## config.mk

```make
export PLATFORM = sky130hd
export DESIGN_NAME = freq_meter
export DESIGN_NICKNAME = d
export VERILOG_FILES = /design/src/rtl/freq_meter_pkg.sv /design/src/rtl/edge_sync.sv /design/src/rtl/freq_meter.sv
export SDC_FILE = /design/constraint.sdc
export NUM_CORES = 1
export LEC_CHECK = 0
export ABC_AREA = 1
export BUFFER_PORTS_ARGS = -buffer_cell sky130_fd_sc_hd__buf_4
export CAP_MARGIN = 20
export CELL_PAD_IN_SITES_DETAIL_PLACEMENT = 1
export CELL_PAD_IN_SITES_GLOBAL_PLACEMENT = 1
export CORE_MARGIN = 4
export CORE_UTILIZATION = 35
export CTS_BUF_LIST = sky130_fd_sc_hd__clkbuf_16
export CTS_CLUSTER_SIZE = 24
export DETAILED_ROUTE_END_ITERATION = 8
export PLACE_DENSITY_LB_ADDON = 0.2
export SYNTH_ARGS = -nofsm -noshare
export SYNTH_HDL_FRONTEND = slang
export SYNTH_HIERARCHICAL = 1
export SYNTH_SLANG_ARGS = --single-unit
```

## constraint.sdc

```tcl
create_clock -name CLK -period 3.05 [get_ports CLK]
set_input_delay 0.1525 -clock CLK [delete_from_list [all_inputs] [get_ports CLK]]
set_output_delay 0.1525 -clock CLK [all_outputs]
set_load 0.01 [all_outputs]
```

## src/rtl/freq_meter_pkg.sv

```systemverilog
// rtl/freq_meter_pkg.sv - shared types and default sizes for the gated frequency meter
//
// Contents:
//   state_t          FSM encoding, IDLE=0, GATE=1
//   DEF_GATE_CYCLES  default window length in CLK cycles (1 s at 50 MHz)
//   DEF_CNT_W        default width of the edge counter / frecuencia
//   DEF_PER_W        default width of periodo
//   gate_cnt_w()     width needed to count 0 .. cycles-1, never below 1
package freq_meter_pkg;

  typedef enum logic {
    IDLE = 1'b0,
    GATE = 1'b1
  } state_t;

  localparam int DEF_GATE_CYCLES = 50_000_000;
  localparam int DEF_CNT_W       = 32;
  localparam int DEF_PER_W       = 32;

  function automatic int gate_cnt_w(input int cycles);
    int w;
    w = $clog2(cycles);
    return (w < 1) ? 1 : w;
  endfunction

endpackage

```

## src/rtl/edge_sync.sv

```systemverilog
// rtl/edge_sync.sv - synchronizes an asynchronous input and flags its rising edges
//
// Ports:
//   CLK       system clock, rising edge
//   Reset     synchronous, active-high; clears all three flops
//   async_in  signal asynchronous to CLK
//   pulse     one-cycle pulse per synchronized rising edge of async_in
module edge_sync (
  input  logic CLK,
  input  logic Reset,
  input  logic async_in,
  output logic pulse
);

  // s1/s2 form the metastability guard; s3 is the one-cycle-old copy of s2
  // used only for edge detection, so s1 is never looked at by logic.
  logic s1;
  logic s2;
  logic s3;

  always_ff @(posedge CLK) begin
    if (Reset) begin
      s1 <= 1'b0;
      s2 <= 1'b0;
      s3 <= 1'b0;
    end else begin
      s1 <= async_in;
      s2 <= s1;
      s3 <= s2;
    end
  end

  assign pulse = s2 & ~s3;

endmodule

```

## src/rtl/freq_meter.sv

```systemverilog
// rtl/freq_meter.sv - gated frequency meter: counts input edges over a fixed CLK window
//
// Optional feature: define FREQ_METER_PERIOD_EN to build the period measurement
// (periodo / periodo_valido); otherwise both outputs are tied to 0.
//
// Parameters:
//   GATE_CYCLES  window length in CLK cycles (>= 2)
//   CNT_W        width of edge counter and frecuencia
//   PER_W        width of periodo
// Ports:
//   CLK             system clock, rising edge
//   Reset           synchronous, active-high
//   senal           signal under measurement, asynchronous to CLK
//   start           one-cycle request to start a window, honoured only in IDLE
//   continuo        re-arm after each window, sampled on the last gate cycle
//   frecuencia      edge count of the last completed window
//   valido          one-cycle pulse when frecuencia updates
//   saturado        count of that window clipped at all-ones
//   ocupado         high while a window is open
//   periodo         CLK cycles between the last two input edges
//   periodo_valido  one-cycle pulse when periodo updates
module freq_meter
  import freq_meter_pkg::*;
#(
  parameter int GATE_CYCLES = DEF_GATE_CYCLES,
  parameter int CNT_W       = DEF_CNT_W,
  parameter int PER_W       = DEF_PER_W
) (
  input  logic             CLK,
  input  logic             Reset,
  input  logic             senal,
  input  logic             start,
  input  logic             continuo,
  output logic [CNT_W-1:0] frecuencia,
  output logic             valido,
  output logic             saturado,
  output logic             ocupado,
  output logic [PER_W-1:0] periodo,
  output logic             periodo_valido
);

  localparam int               GW        = gate_cnt_w(GATE_CYCLES);
  localparam logic [GW-1:0]    GATE_LAST = GW'(GATE_CYCLES - 1);
  localparam logic [CNT_W-1:0] CNT_MAX   = '1;

  state_t            state;
  state_t            state_nx;
  logic [GW-1:0]     gate_cnt;
  logic [CNT_W-1:0]  edge_cnt;
  logic              ovf;
  logic              edge_p;
  logic              last_gate;
  logic              clip_now;

  edge_sync u_edge_sync (
    .CLK      (CLK),
    .Reset    (Reset),
    .async_in (senal),
    .pulse    (edge_p)
  );

  assign last_gate = (state == GATE) && (gate_cnt == GATE_LAST);
  // An edge arriving while the counter already sits at all-ones is a lost edge.
  assign clip_now  = edge_p && (edge_cnt == CNT_MAX);

  always_ff @(posedge CLK) begin
    if (Reset) begin
      state <= IDLE;
    end else begin
      state <= state_nx;
    end
  end

  always_comb begin
    state_nx = state;
    ocupado  = 1'b0;
    case (state)
      IDLE: begin
        if (start) begin
          state_nx = GATE;
        end
      end
      GATE: begin
        ocupado = 1'b1;
        if (last_gate) begin
          // Re-entering GATE directly keeps continuous mode free of dead cycles.
          state_nx = continuo ? GATE : IDLE;
        end
      end
      default: begin
        state_nx = IDLE;
      end
    endcase
  end

  always_ff @(posedge CLK) begin
    if (Reset) begin
      gate_cnt   <= '0;
      edge_cnt   <= '0;
      ovf        <= 1'b0;
      frecuencia <= '0;
      saturado   <= 1'b0;
      valido     <= 1'b0;
    end else begin
      valido <= 1'b0;
      if (state == GATE) begin
        if (last_gate) begin
          // The edge seen in the last gate cycle still belongs to this window.
          frecuencia <= clip_now ? CNT_MAX : (edge_cnt + CNT_W'(edge_p));
          saturado   <= ovf | clip_now;
          valido     <= 1'b1;
          gate_cnt   <= '0;
          edge_cnt   <= '0;
          ovf        <= 1'b0;
        end else begin
          gate_cnt <= gate_cnt + GW'(1);
          if (clip_now) begin
            ovf <= 1'b1;
          end else if (edge_p) begin
            edge_cnt <= edge_cnt + CNT_W'(1);
          end
        end
      end else begin
        gate_cnt <= '0;
        edge_cnt <= '0;
        ovf      <= 1'b0;
      end
    end
  end

`ifdef FREQ_METER_PERIOD_EN
  localparam logic [PER_W-1:0] PER_MAX = '1;

  logic [PER_W-1:0] per_cnt;
  logic             per_armed;

  // Free-running, independent of the gate FSM. per_cnt counts the cycles
  // since the previous edge, so the edge cycle itself adds one.
  always_ff @(posedge CLK) begin
    if (Reset) begin
      per_cnt        <= '0;
      per_armed      <= 1'b0;
      periodo        <= '0;
      periodo_valido <= 1'b0;
    end else begin
      periodo_valido <= 1'b0;
      if (edge_p) begin
        if (per_armed) begin
          periodo        <= (per_cnt == PER_MAX) ? PER_MAX : (per_cnt + PER_W'(1));
          periodo_valido <= 1'b1;
        end
        per_armed <= 1'b1;
        per_cnt   <= '0;
      end else if (per_cnt != PER_MAX) begin
        per_cnt <= per_cnt + PER_W'(1);
      end
    end
  end
`else
  assign periodo        = '0;
  assign periodo_valido = 1'b0;
`endif

endmodule

```

# [Yosys cells after proc, flatten, opt, wreduce, memory -nomap -nowiden]
# Cells that the tools add are included.
[totals] ramBits=0 wordCells=33 mem_count=0 rom_bits=0 latchBits=0 register_bits=97 inputBits=5
[op_classes] n_mul=0 div_mod_pow=0 reduce_logical=6 addsub=3 eq_ne=2 shifts=0 bitwise_logic=5 order_cmp=0 n_mux=7
[ops] operator="adder 32 x 1 -> 32 bit" count=1
[ops] operator="adder 32 x 1 -> 32 bit (second input constant)" count=1
[ops] operator="== test 32 bit (second input constant)" count=1
[ops] operator="2-to-1 mux 32 bit" count=1
[ops] operator="adder 26 x 1 -> 26 bit (second input constant)" count=1
[ops] operator="== test 26 bit (second input constant)" count=1
[ops] operator="2-to-1 mux 1 bit" count=5
[ops] operator="AND reduction 2 bit" count=2
[ops] operator="inverter 1 bit" count=3
[ops] operator="OR reduction 3 bit" count=1
[ops] operator="logical AND 1 bit" count=2
[ops] operator="case mux 1 bit (2 select lines)" count=1
[ops] operator="OR reduction 2 bit" count=1
[ops] operator="AND 1 bit" count=1
[ops] operator="OR 1 bit" count=1

# [Depth between registers and ports, before layout]
# Gate-level depths: netlist of run 1.
[depth] depth_word=5 depth_mapped=14 ltp_nobuf=14

# [Modules after synthesis]
# Netlist of run 1, hierarchy kept.
[by_module_without_submodules] mod="freq_meter" area_each_um2=5640.4 instances=1 cells_per_inst=881
[by_module_without_submodules] mod="edge_sync" area_each_um2=86.3 instances=1 cells_per_inst=10

# [Worst setup path after synthesis of run 1]
# No wires, ideal clock.
[synth_path] path_kind="reg-to-reg" from="register u_edge_sync.s2" to="register frecuencia[30]" path_buffers=0 setup_ns=0.117 arrival_time_ns=1.995 required_time_ns=2.933 path_slack_ns=0.937 stages_incl_launch_ff=14 path_cell_list="dfxtp_1 inv_1 nor2_1 ha_1 ha_1 nand3_1 nor2_1 inv_1 nor2_1 nand2_1 nand2_1 nand2_1 nor2_1 nor2_1"
[synth_via] elab_chain_cells=3 elab_cells_between_ends=4
[synth_rtl] element="start, declared" line="edge_sync.sv:18" text="logic s2;"
[synth_rtl] element="start signal, assigned" line="edge_sync.sv:24" text="s2 <= 1'b0;"
[synth_rtl] element="start signal, assigned" line="edge_sync.sv:28" text="s2 <= s1;"
[synth_rtl] element="AND 1 bit (*)" line="edge_sync.sv:33" text="assign pulse = s2 & ~s3;"
[synth_rtl] element="via edge_p" line="freq_meter.sv:51" text="logic edge_p;"
[synth_rtl] element="adder 32 x 1 -> 32 bit / logical AND 1 bit (equally long branches)" line="freq_meter.sv:109, freq_meter.sv:64"
[synth_rtl] element="2-to-1 mux 32 bit (*)" line="freq_meter.sv:109" text="frecuencia <= clip_now ? CNT_MAX : (edge_cnt + CNT_W'(edge_p));"
[synth_rtl] element="end signal, assigned" line="freq_meter.sv:109"
[synth_rtl] element="end, declared" line="freq_meter.sv:34" text="output logic [CNT_W-1:0] frecuencia,"
# Mark *: on every way through the listed nets, which the timed path passes. The rest lies on a longest branch.
# A chain may end at the register's enable or synchronous reset.

# [Worst setup path in the final report of run 1]
[layout_path] from="register u_edge_sync.s2" to="register frecuencia[25]"
# Same word-level chain as after synthesis.

==> results of run 1 <==
-- cell type report --
type	instances	area, sq um	area share
multi-input combinational	689	3190	0.506
tap	216	270	0.0428
clock buffer	9	225	0.0357
clock inverter	6	51.3	0.00813
timing repair buffer	43	323	0.0511
inverter	82	309	0.0489
sequential	97	1940	0.308
-- power groups by stage --
stage	sequential [mW]	clock (mW)	combinational [mW]
after floorplan	1.30	0	0.0888
after global placement	1.30	0	0.0729
final	1.27	1.11	0.0725
after detailed placement	1.30	0	0.0726
after CTS	1.27	1.16	0.0726
after global routing	1.27	1.20	0.0819
-- synth_stat cells, types with 5 or more instances --
cell / n
nand3b_1: 6
a21oi_1: 31
inv_1: 77
nand2_1: 232
xnor2_1: 14
a21oi_2: 5
nor2_4: 6
o21ai_0: 35
buf_4: 44
xor2_1: 23
nor2_2: 6
nand2_2: 8
nand3_1: 50
nand4_1: 14
nor2_1: 197
dfxtp_1: 97
nor3_1: 13
-- kinds of logic (layout without fill, tap and decap cells) --
logic type | after synthesis | after routing | share of synthesized area
xor+xnor | 37 | 37 | 0.0566
simple gates | 541 | 541 | 0.402
compound gates | 74 | 74 | 0.0684
flops | 97 | 97 | 0.339
other cells | 1 | 33 | 0.000655
buf+inv | 137 | 140 | 0.125
fa+ha+maj | 4 | 4 | 0.00874
-- per-stage QoR --
stage	instances	power (mW)	area [sq um]	hold slack, ps
5_1_grt	1142	2.55	6310	18.9
6_report	1142	2.46	6310	25.9
3_3_place_gp	1127	1.37	6040	390
3_5_place_dp	1127	1.37	6040	389
2_1_floorplan	923	1.39	5850	224
4_1_cts	1142	2.50	6310	12.7
-- layer usage --
layer / routed length [microns] / vias to the layer above / track usage / part of all wire
met3: 604 / 12 / 0.0396 / 0.036
met4: 172 / 2 / 0.0414 / 0.010
met1: 8240 / 2511 / 0.255 / 0.49
li1: - / 2765 / - / -
met5: 13 / - / 0 / 0.00078
met2: 7640 / 74 / 0.307 / 0.46
-- flip-flops by register name, summed over array words and instances, names as in the netlist --
name / count
gate_cnt: 26
ovf: 1
state: 1
u_edge_sync/s2: 1
u_edge_sync/s1: 1
valido: 1
edge_cnt: 32
u_edge_sync/s3: 1
saturado: 1
frecuencia: 32
-- placed cells by master, fill, tap and decap left out, types with 2 or more instances in the layout --
cell type	netlist	layout
o21ai_1	2	2
xor2_1	23	23
xnor2_1	14	14
nand2_1	232	231
nand3b_1	6	6
a21oi_2	5	5
nor2_4	6	6
clkinv_2	1	3
nand3_1	50	50
conb_1	1	33
nand2_2	8	9
or2_2	2	2
nor2_1	197	197
buf_4	44	43
nand2_4	2	2
nor3b_1	2	2
inv_1	77	78
nand4_1	14	14
a21oi_1	31	31
nor3_1	13	13
ha_1	4	4
clkbuf_16	0	9
o21ai_0	35	35
clkinv_1	1	3
nor2_2	6	6
dfxtp_1	97	97
inv_2	3	3
-- critical path, cell delays in order (launching register included) --
cell and delay [ps]:
dfxtp_1 320, inv_1 50, nor2_1 170, ha_1 210, nand3_1 220, nor2_1 430
nand2_1 290, o21ai_0 230, nand2_1 130, nor2_1 110, nor2_1 50
-- worst max-delay path by stage --
stage | end | slack, ps | depth (start not counted)
after global placement | frecuencia[25] | 760 | 10
after global routing | frecuencia[16] | 480 | 12
after CTS | frecuencia[25] | 690 | 10
final | frecuencia[25] | 740 | 10
after detailed placement | frecuencia[25] | 730 | 10
after floorplan | frecuencia[30] | 940 | 13
==> impl_metrics.toml, run 1 <==
[grt]
grt-ovfl-total = 0
grt_start_max_net_pins = 48
grt_usage = 0.188
grt_first_pass_wirelength_microns = 27200
grt_pass1_vias = 5339
antenna_found_initial = 1

[power]
pwr-share-clk = 0.452
p_int_mw = 1.90
switching_power_mw = 0.554
p_seq_frac = 0.518
p_sw_frac = 0.226
pwr-share-comb = 0.030
powerDensity_mw_per_mm2 = 389
power_leakage_nw = 2.46
vdd_ir_drop_max_mv = 0.291

[drt]
antenna_left = 0
num_vias = 5364
routedWlPerCell_microns = 14.6
drt-vias-per-instance = 4.70
drtIter0Drc = 267
dr.pass1.iters = 4
wirelength_microns = 16700
drc_errors = 0

[final_layout]
antenna_cells = 0
drive_gt1_frac = 0.0983
post-route-util = 0.396
fillers = 2125
layout.nets = 931
areaGrowthSynthToFinish_pct = 10.2

[placed_design]
place_ws_ps = 727
dp_hpwl_microns = 12800
io_buffers = 39
finalWeightedCongestion = 0.879

[clock_tree]
hold_buffers = 0
root_buffer = "clkbuf_16"
clk_latency_ps = 350
ctsResizeCount = 0
cts_sinks = 97
clkTransAtPathRegs_ps = 70
postCtsSetupBuffers = 0
clk_path_buf_depth = 2
ctsHtreeMaxLevel = 3
cts_inserted_buffers = 9
cts_tree = "done"

[worst_setup_path]
r2r_start = "u_edge_sync/s2"
startpoint = "u_edge_sync/s2"
crit_fanout = 4
reg2reg_depth = 10
cp-start-kind = "flop"
arrival_ps = 2550
rr_endpoint = "frecuencia[25]"
worstSetupPathType = "flop to flop"
rrSetupSlack_ps = 740
endpoint_kind = "flop"
critPathRequiredTime_ps = 3290

[sta]
period_share = 0.758
hold_viol_final = 0
period_minus_slack_ps = 2310
setup_ws_ps = 737
tightest_slew_ps = 843
max_clock_freq_mhz = 432
clock_skew_ps = 10.2
slew_headroom = 0.438
finalSetupTns_ps = 0
rsz0062_at_grt = "no"
setup_viol = 0
slew_violations = 0

[logic_synthesis]
ys_ff_latch = 97
synth_flop_cell = "dfxtp_1"
async_flop_share = 0
syn_area_sq_mm = 0.00573
yosysSeqAreaShare = 0.339
synth-edff-count = 0
avgSynthCellArea_sq_um = 6.43
synthCells = 891
synth_area_leaders = "dfxtp_1 (34%), nand2_1 (15%), nor2_1 (13%)"
yosys.cell_types.count = 33
yosysTopAreaCellShare = 0.339
synth.largest_area_cell = "dfxtp_1"
synth_warnings = 6

[floorplanning]
start_util = 0.359
ios = 73
fp.coreArea_sq_mm = 0.0159
rows = 46
die_w_microns = 136
die_area_sq_mm = 0.0185
fp.dieH_microns = 136

[hold_path]
hp-start = "continuo"
hold_path_class = "primary input to flop"
hold_end = "state"
min_delay_path_depth = 3

[status]
status = "finished, final reports clean"

[job]
cap_viol_max_count = 0
Power figures use the tool's default switching activity.
==> run 2: changes to the inputs <==
==> constraint.sdc (replaced) <==
create_clock -name CLK -period 2.3 [get_ports CLK]
set_input_delay 0.115 -clock CLK [delete_from_list [all_inputs] [get_ports CLK]]
set_output_delay 0.115 -clock CLK [all_outputs]
set_load 0.01 [all_outputs]
==> impl_metrics.toml, run 2 (synthesis results as in run 1) <==
[status]
status = "finished, final reports clean"

[power]
vdd_ir_drop_max_mv = 0.398
power_leakage_nw = 2.55
powerDensity_mw_per_mm2 = 533
pwr-share-clk = 0.481
p_sw_frac = 0.232
p_int_mw = 2.66
switching_power_mw = 0.803
p_seq_frac = 0.487
pwr-share-comb = 0.032

[placed_design]
dp_hpwl_microns = 13300
io_buffers = 39
post_dp_cell_area_sq_mm = 0.00615
finalWeightedCongestion = 0.844
place_ws_ps = 202
dp_cells = 1141

[floorplanning]
die_w_microns = 136
die_area_sq_mm = 0.0185
rows = 46
fp.dieH_microns = 136
ios = 73
start_util = 0.359
fp.coreArea_sq_mm = 0.0159

[sta]
setup_viol = 0
rsz0062_at_grt = "no"
finalSetupTns_ps = 0
max_clock_freq_mhz = 492
period_share = 0.883
slew_headroom = 0.603
period_minus_slack_ps = 2030
setup_ws_ps = 268
hold_viol_final = 0
clock_skew_ps = 9.07
slew_violations = 0
tightest_slew_ps = 595

[clock_tree]
root_buffer = "clkbuf_16"
cts_tree = "done"
cts_inserted_buffers = 9
clk_path_buf_depth = 2
ctsHtreeMaxLevel = 3
cts_sinks = 97
clkTransAtPathRegs_ps = 70
clk_latency_ps = 360

[drt]
dr.pass1.iters = 4
wirelength_microns = 17300
routedWlPerCell_microns = 14.9
drc_errors = 0
num_vias = 5435
drt-vias-per-instance = 4.69
drtIter0Drc = 277
antenna_left = 0

[final_layout]
antenna_cells = 0
fillers = 2152
reg.largest.list = "edge_cnt: 32 flops, frecuencia: 32 flops, gate_cnt: 26 flops"
design_area_sq_mm = 0.00650
mostFrequentLayoutCell = "nand2_1"
regArea_sq_mm = 0.00194
multiInputGateArea_sq_mm = 0.00320
finalNonFillerCells = 1159
drive_gt1_frac = 0.116
areaGrowthSynthToFinish_pct = 13.5
layout.nets = 947
final_cell_mix = "nand2_1 (231), nor2_1 (196), dfxtp_1 (97), inv_1 (77), buf_4 (56)"

[worst_setup_path]
crit_fanout = 7
cp-start-kind = "flop"
worstSetupPathType = "flop to flop"
crit_chain = "nand2_1 > nor2_1 > nand2_1 > nor2_2 > nand2_1 > nand2_1 > nand3_1 > nor2_1 > nor2_1"
r2r_start = "edge_cnt[3]"
critPathRequiredTime_ps = 2550
startpoint = "edge_cnt[3]"
endpoint_kind = "flop"
critPathTopFamily = "simple AND/OR/NAND/NOR gates"
crit_path_top_delay_cell = "dfxtp_1"
arrival_ps = 2290
critPathMaxStageDelay_ps = 510
path_buf_inv = 0
cp_common_cell = "nand2_1"

[job]
cap_viol_max_count = 0

[grt]
antenna_found_initial = 1
grt-ovfl-total = 0
grt_pass1_vias = 5396
grt_first_pass_wirelength_microns = 28300
grt_start_max_net_pins = 48
grt_usage = 0.196

[hold_path]
hold_path_class = "primary input to flop"
hp-start = "Reset"
run 2: final timing paths:
| check | end | slack, ps | depth (start not counted) |
|---|---|---|---|
| setup / recovery | frecuencia[19] | 270 | 9 |
| setup reg to reg | frecuencia[19] | 270 | 9 |
| hold reg to reg | u_edge_sync/s2 | 430 | 2 |
| hold / removal | u_edge_sync/s1 | 50 | 2 |
run 2: timing repair:
action,4_1_cts,5_1_grt
endpoints found under the setup margin,0,1
hold endpoints to repair,2,0
setup buffers,0,0
hold buffers,2,0
gates resized for setup,0,1
run 2: stage by stage:
step | hold WS (ps) | utilization | power (mW)
floorplan | 186 | - | 1.84
global placement | 323 | 0.386 | 1.83
detailed placement | 333 | 0.386 | 1.83
CTS | 31.5 | 0.407 | 3.51
global route | 57.5 | 0.408 | 3.59
finish | 47.8 | 0.408 | 3.46
run 2: routing by layer:
layer  vias up  track usage  share of wire
met4         0       0.0622          0.014
met3        13       0.0233          0.033
met2        75        0.319           0.46
met5         -            0              0
li1       2808            -              -
met1      2539        0.271           0.50
run 2: layout make-up:
class                   count  area share
clock buffers               9      0.0347
flip-flops and latches     97       0.299
repair buffers             59      0.0709
inverters                  82      0.0476
multi-input cells         689       0.492
clock inverters             7      0.0146
well taps                 216      0.0416
run 2: power groups by stage:
stage	logic, mW	clock network, mW	registers (mW)
final	0.109	1.67	1.69
after detailed placement	0.106	0	1.73
after CTS	0.109	1.71	1.69
after global routing	0.122	1.78	1.69
after global placement	0.105	0	1.73
after floorplan	0.118	0	1.73
==> run 3: changes to the inputs <==
--- a/config.mk
+++ b/config.mk
@@ -11,7 +11,7 @@
 export CELL_PAD_IN_SITES_DETAIL_PLACEMENT = 1
 export CELL_PAD_IN_SITES_GLOBAL_PLACEMENT = 1
 export CORE_MARGIN = 4
-export CORE_UTILIZATION = 35
+export CORE_UTILIZATION = 41
 export CTS_BUF_LIST = sky130_fd_sc_hd__clkbuf_16
 export CTS_CLUSTER_SIZE = 24
 export DETAILED_ROUTE_END_ITERATION = 8
==> impl_metrics.toml, run 3 (synthesis results as in run 1) <==
[placed_design]
place_ws_ps = 104
finalWeightedCongestion = 0.921
post_dp_cell_area_sq_mm = 0.00606
io_buffers = 39
dp_hpwl_microns = 13600

[clock_tree]
cts_sinks = 97
clk_latency_ps = 360
clk_path_buf_depth = 2
cts_inserted_buffers = 9
ctsHtreeMaxLevel = 3
cts_tree = "done"
root_buffer = "clkbuf_16"
clkTransAtPathRegs_ps = 70

[final_layout]
mostFrequentLayoutCell = "nand2_1"
design_area_sq_mm = 0.00642
antenna_cells = 0
reg.largest.list = "edge_cnt: 32 flops, frecuencia: 32 flops, gate_cnt: 26 flops"
layout.nets = 944
areaGrowthSynthToFinish_pct = 12.1
final_cell_mix = "nand2_1 (232), nor2_1 (195), dfxtp_1 (96), inv_1 (76), buf_4 (53)"
post-route-util = 0.477
drive_gt1_frac = 0.117

[sta]
period_minus_slack_ps = 2080
max_clock_freq_mhz = 480
rsz0062_at_grt = "no"
clock_skew_ps = 8.76
setup_viol = 0
tightest_slew_ps = 819
slew_headroom = 0.454
hold_viol_final = 0
period_share = 0.906
finalSetupTns_ps = 0
slew_violations = 0
setup_ws_ps = 217

[drt]
drc_errors = 0
num_vias = 5622
drt-vias-per-instance = 5.04
antenna_left = 0
routedWlPerCell_microns = 15.8
wirelength_microns = 17600
dr.pass1.iters = 5
drtIter0Drc = 321

[worst_setup_path]
path_buf_inv = 3
rrSetupSlack_ps = 220
crit_fanout = 6
cp_common_cell = "nor2_1"
endpoint_kind = "flop"
critPathRequiredTime_ps = 2550
reg2reg_depth = 11
worstSetupPathType = "flop to flop"
cp-start-kind = "flop"
critPathMaxStageDelay_ps = 380
crit_path_top_delay_cell = "dfxtp_2"
arrival_ps = 2330
rr_endpoint = "edge_cnt[18]"
critPathTopFamily = "simple AND/OR/NAND/NOR gates"
r2r_start = "gate_cnt[0]"
startpoint = "gate_cnt[0]"
crit_chain = "ha_2 > nand3_2 > nor2_4 > inv_2 > nor2_1 > nand2_2 > nand2_1 > clkinvlp_4 > buf_4 > o21ai_0 > nor2_1"

[power]
power_leakage_nw = 2.52
powerDensity_mw_per_mm2 = 519
pwr-share-clk = 0.460
pwr-share-comb = 0.033
vdd_ir_drop_max_mv = 0.357
p_seq_frac = 0.507
p_int_mw = 2.55
p_sw_frac = 0.235
switching_power_mw = 0.782

[grt]
antenna_found_initial = 0
grt-ovfl-total = 0
grt_start_max_net_pins = 27
grt_pass1_vias = 5816
grt_first_pass_wirelength_microns = 29100
grt_usage = 0.226

[floorplanning]
fp.dieH_microns = 126
start_util = 0.426
fp.coreArea_sq_mm = 0.0135
die_w_microns = 126
rows = 42
die_area_sq_mm = 0.0159
ios = 73

[hold_path]
hold_path_class = "primary input to flop"
hp-start = "Reset"
min_delay_path_depth = 2
hold_end = "u_edge_sync/s2"

[status]
status = "finished, final reports clean"

[job]
cap_viol_max_count = 0
==> run 3: worst max path at each step <==
stage                     cells past startpoint             end  slack, ps
after global routing                         10    edge_cnt[19]         30
after detailed placement                     13  frecuencia[30]        100
after global placement                       13  frecuencia[30]        220
after CTS                                    13  frecuencia[30]         90
final                                        11    edge_cnt[18]        220
after floorplan                              13  frecuencia[30]        190
==> run 3: repair_timing <==
item / in CTS / in global routing
gates resized for setup: 0 / 7
hold endpoints to repair: 2 / 0
hold buffers: 2 / 0
setup buffers: 0 / 2
endpoints found under the setup margin: 0 / 36
==> run 3: layout make-up <==
class | count | area, sq um
Clock inverter | 7 | 71.3
Fill cell | 1861 | 7030
Tap cell | 176 | 220
Clock buffer | 9 | 225
Sequential cell | 97 | 1940
Timing Repair Buffer | 56 | 438
Multi-Input combinational cell | 689 | 3210
Inverter | 82 | 313
==> run 3: worst register-to-register path: stages, from the launching register on <==
cell and delay (ps):
dfxtp_2 380, ha_2 240, nand3_2 150, nor2_4 170
inv_2 80, nor2_1 160, nand2_2 130, nand2_1 170
clkinvlp_4 160, buf_4 190, o21ai_0 80, nor2_1 50
==> run 3: power by group through the flow <==
stage / registers [mW] / clock network (mW) / logic, mW
2_1_floorplan: 1.73 / 0 / 0.118
3_3_place_gp: 1.73 / 0 / 0.0995
3_5_place_dp: 1.73 / 0 / 0.102
4_1_cts: 1.69 / 1.58 / 0.105
5_1_grt: 1.69 / 1.65 / 0.122
6_report: 1.69 / 1.53 / 0.111
==> run 3: per-stage QoR <==
stage / instances / power, mW / hold WS [ps]
detailed placement: 1096 / 1.83 / 333
global placement: 1096 / 1.83 / 331
finish: 1116 / 3.33 / 54.0
global route: 1116 / 3.46 / 58.1
floorplan: 923 / 1.84 / 186
CTS: 1114 / 3.37 / 40.2
==> run 3: metal layers <==
metal	GRT usage	wire length [microns]
met1	0.288	8220
met5	0	0
met4	0.0662	318
met3	0.0466	652
met2	0.386	8400
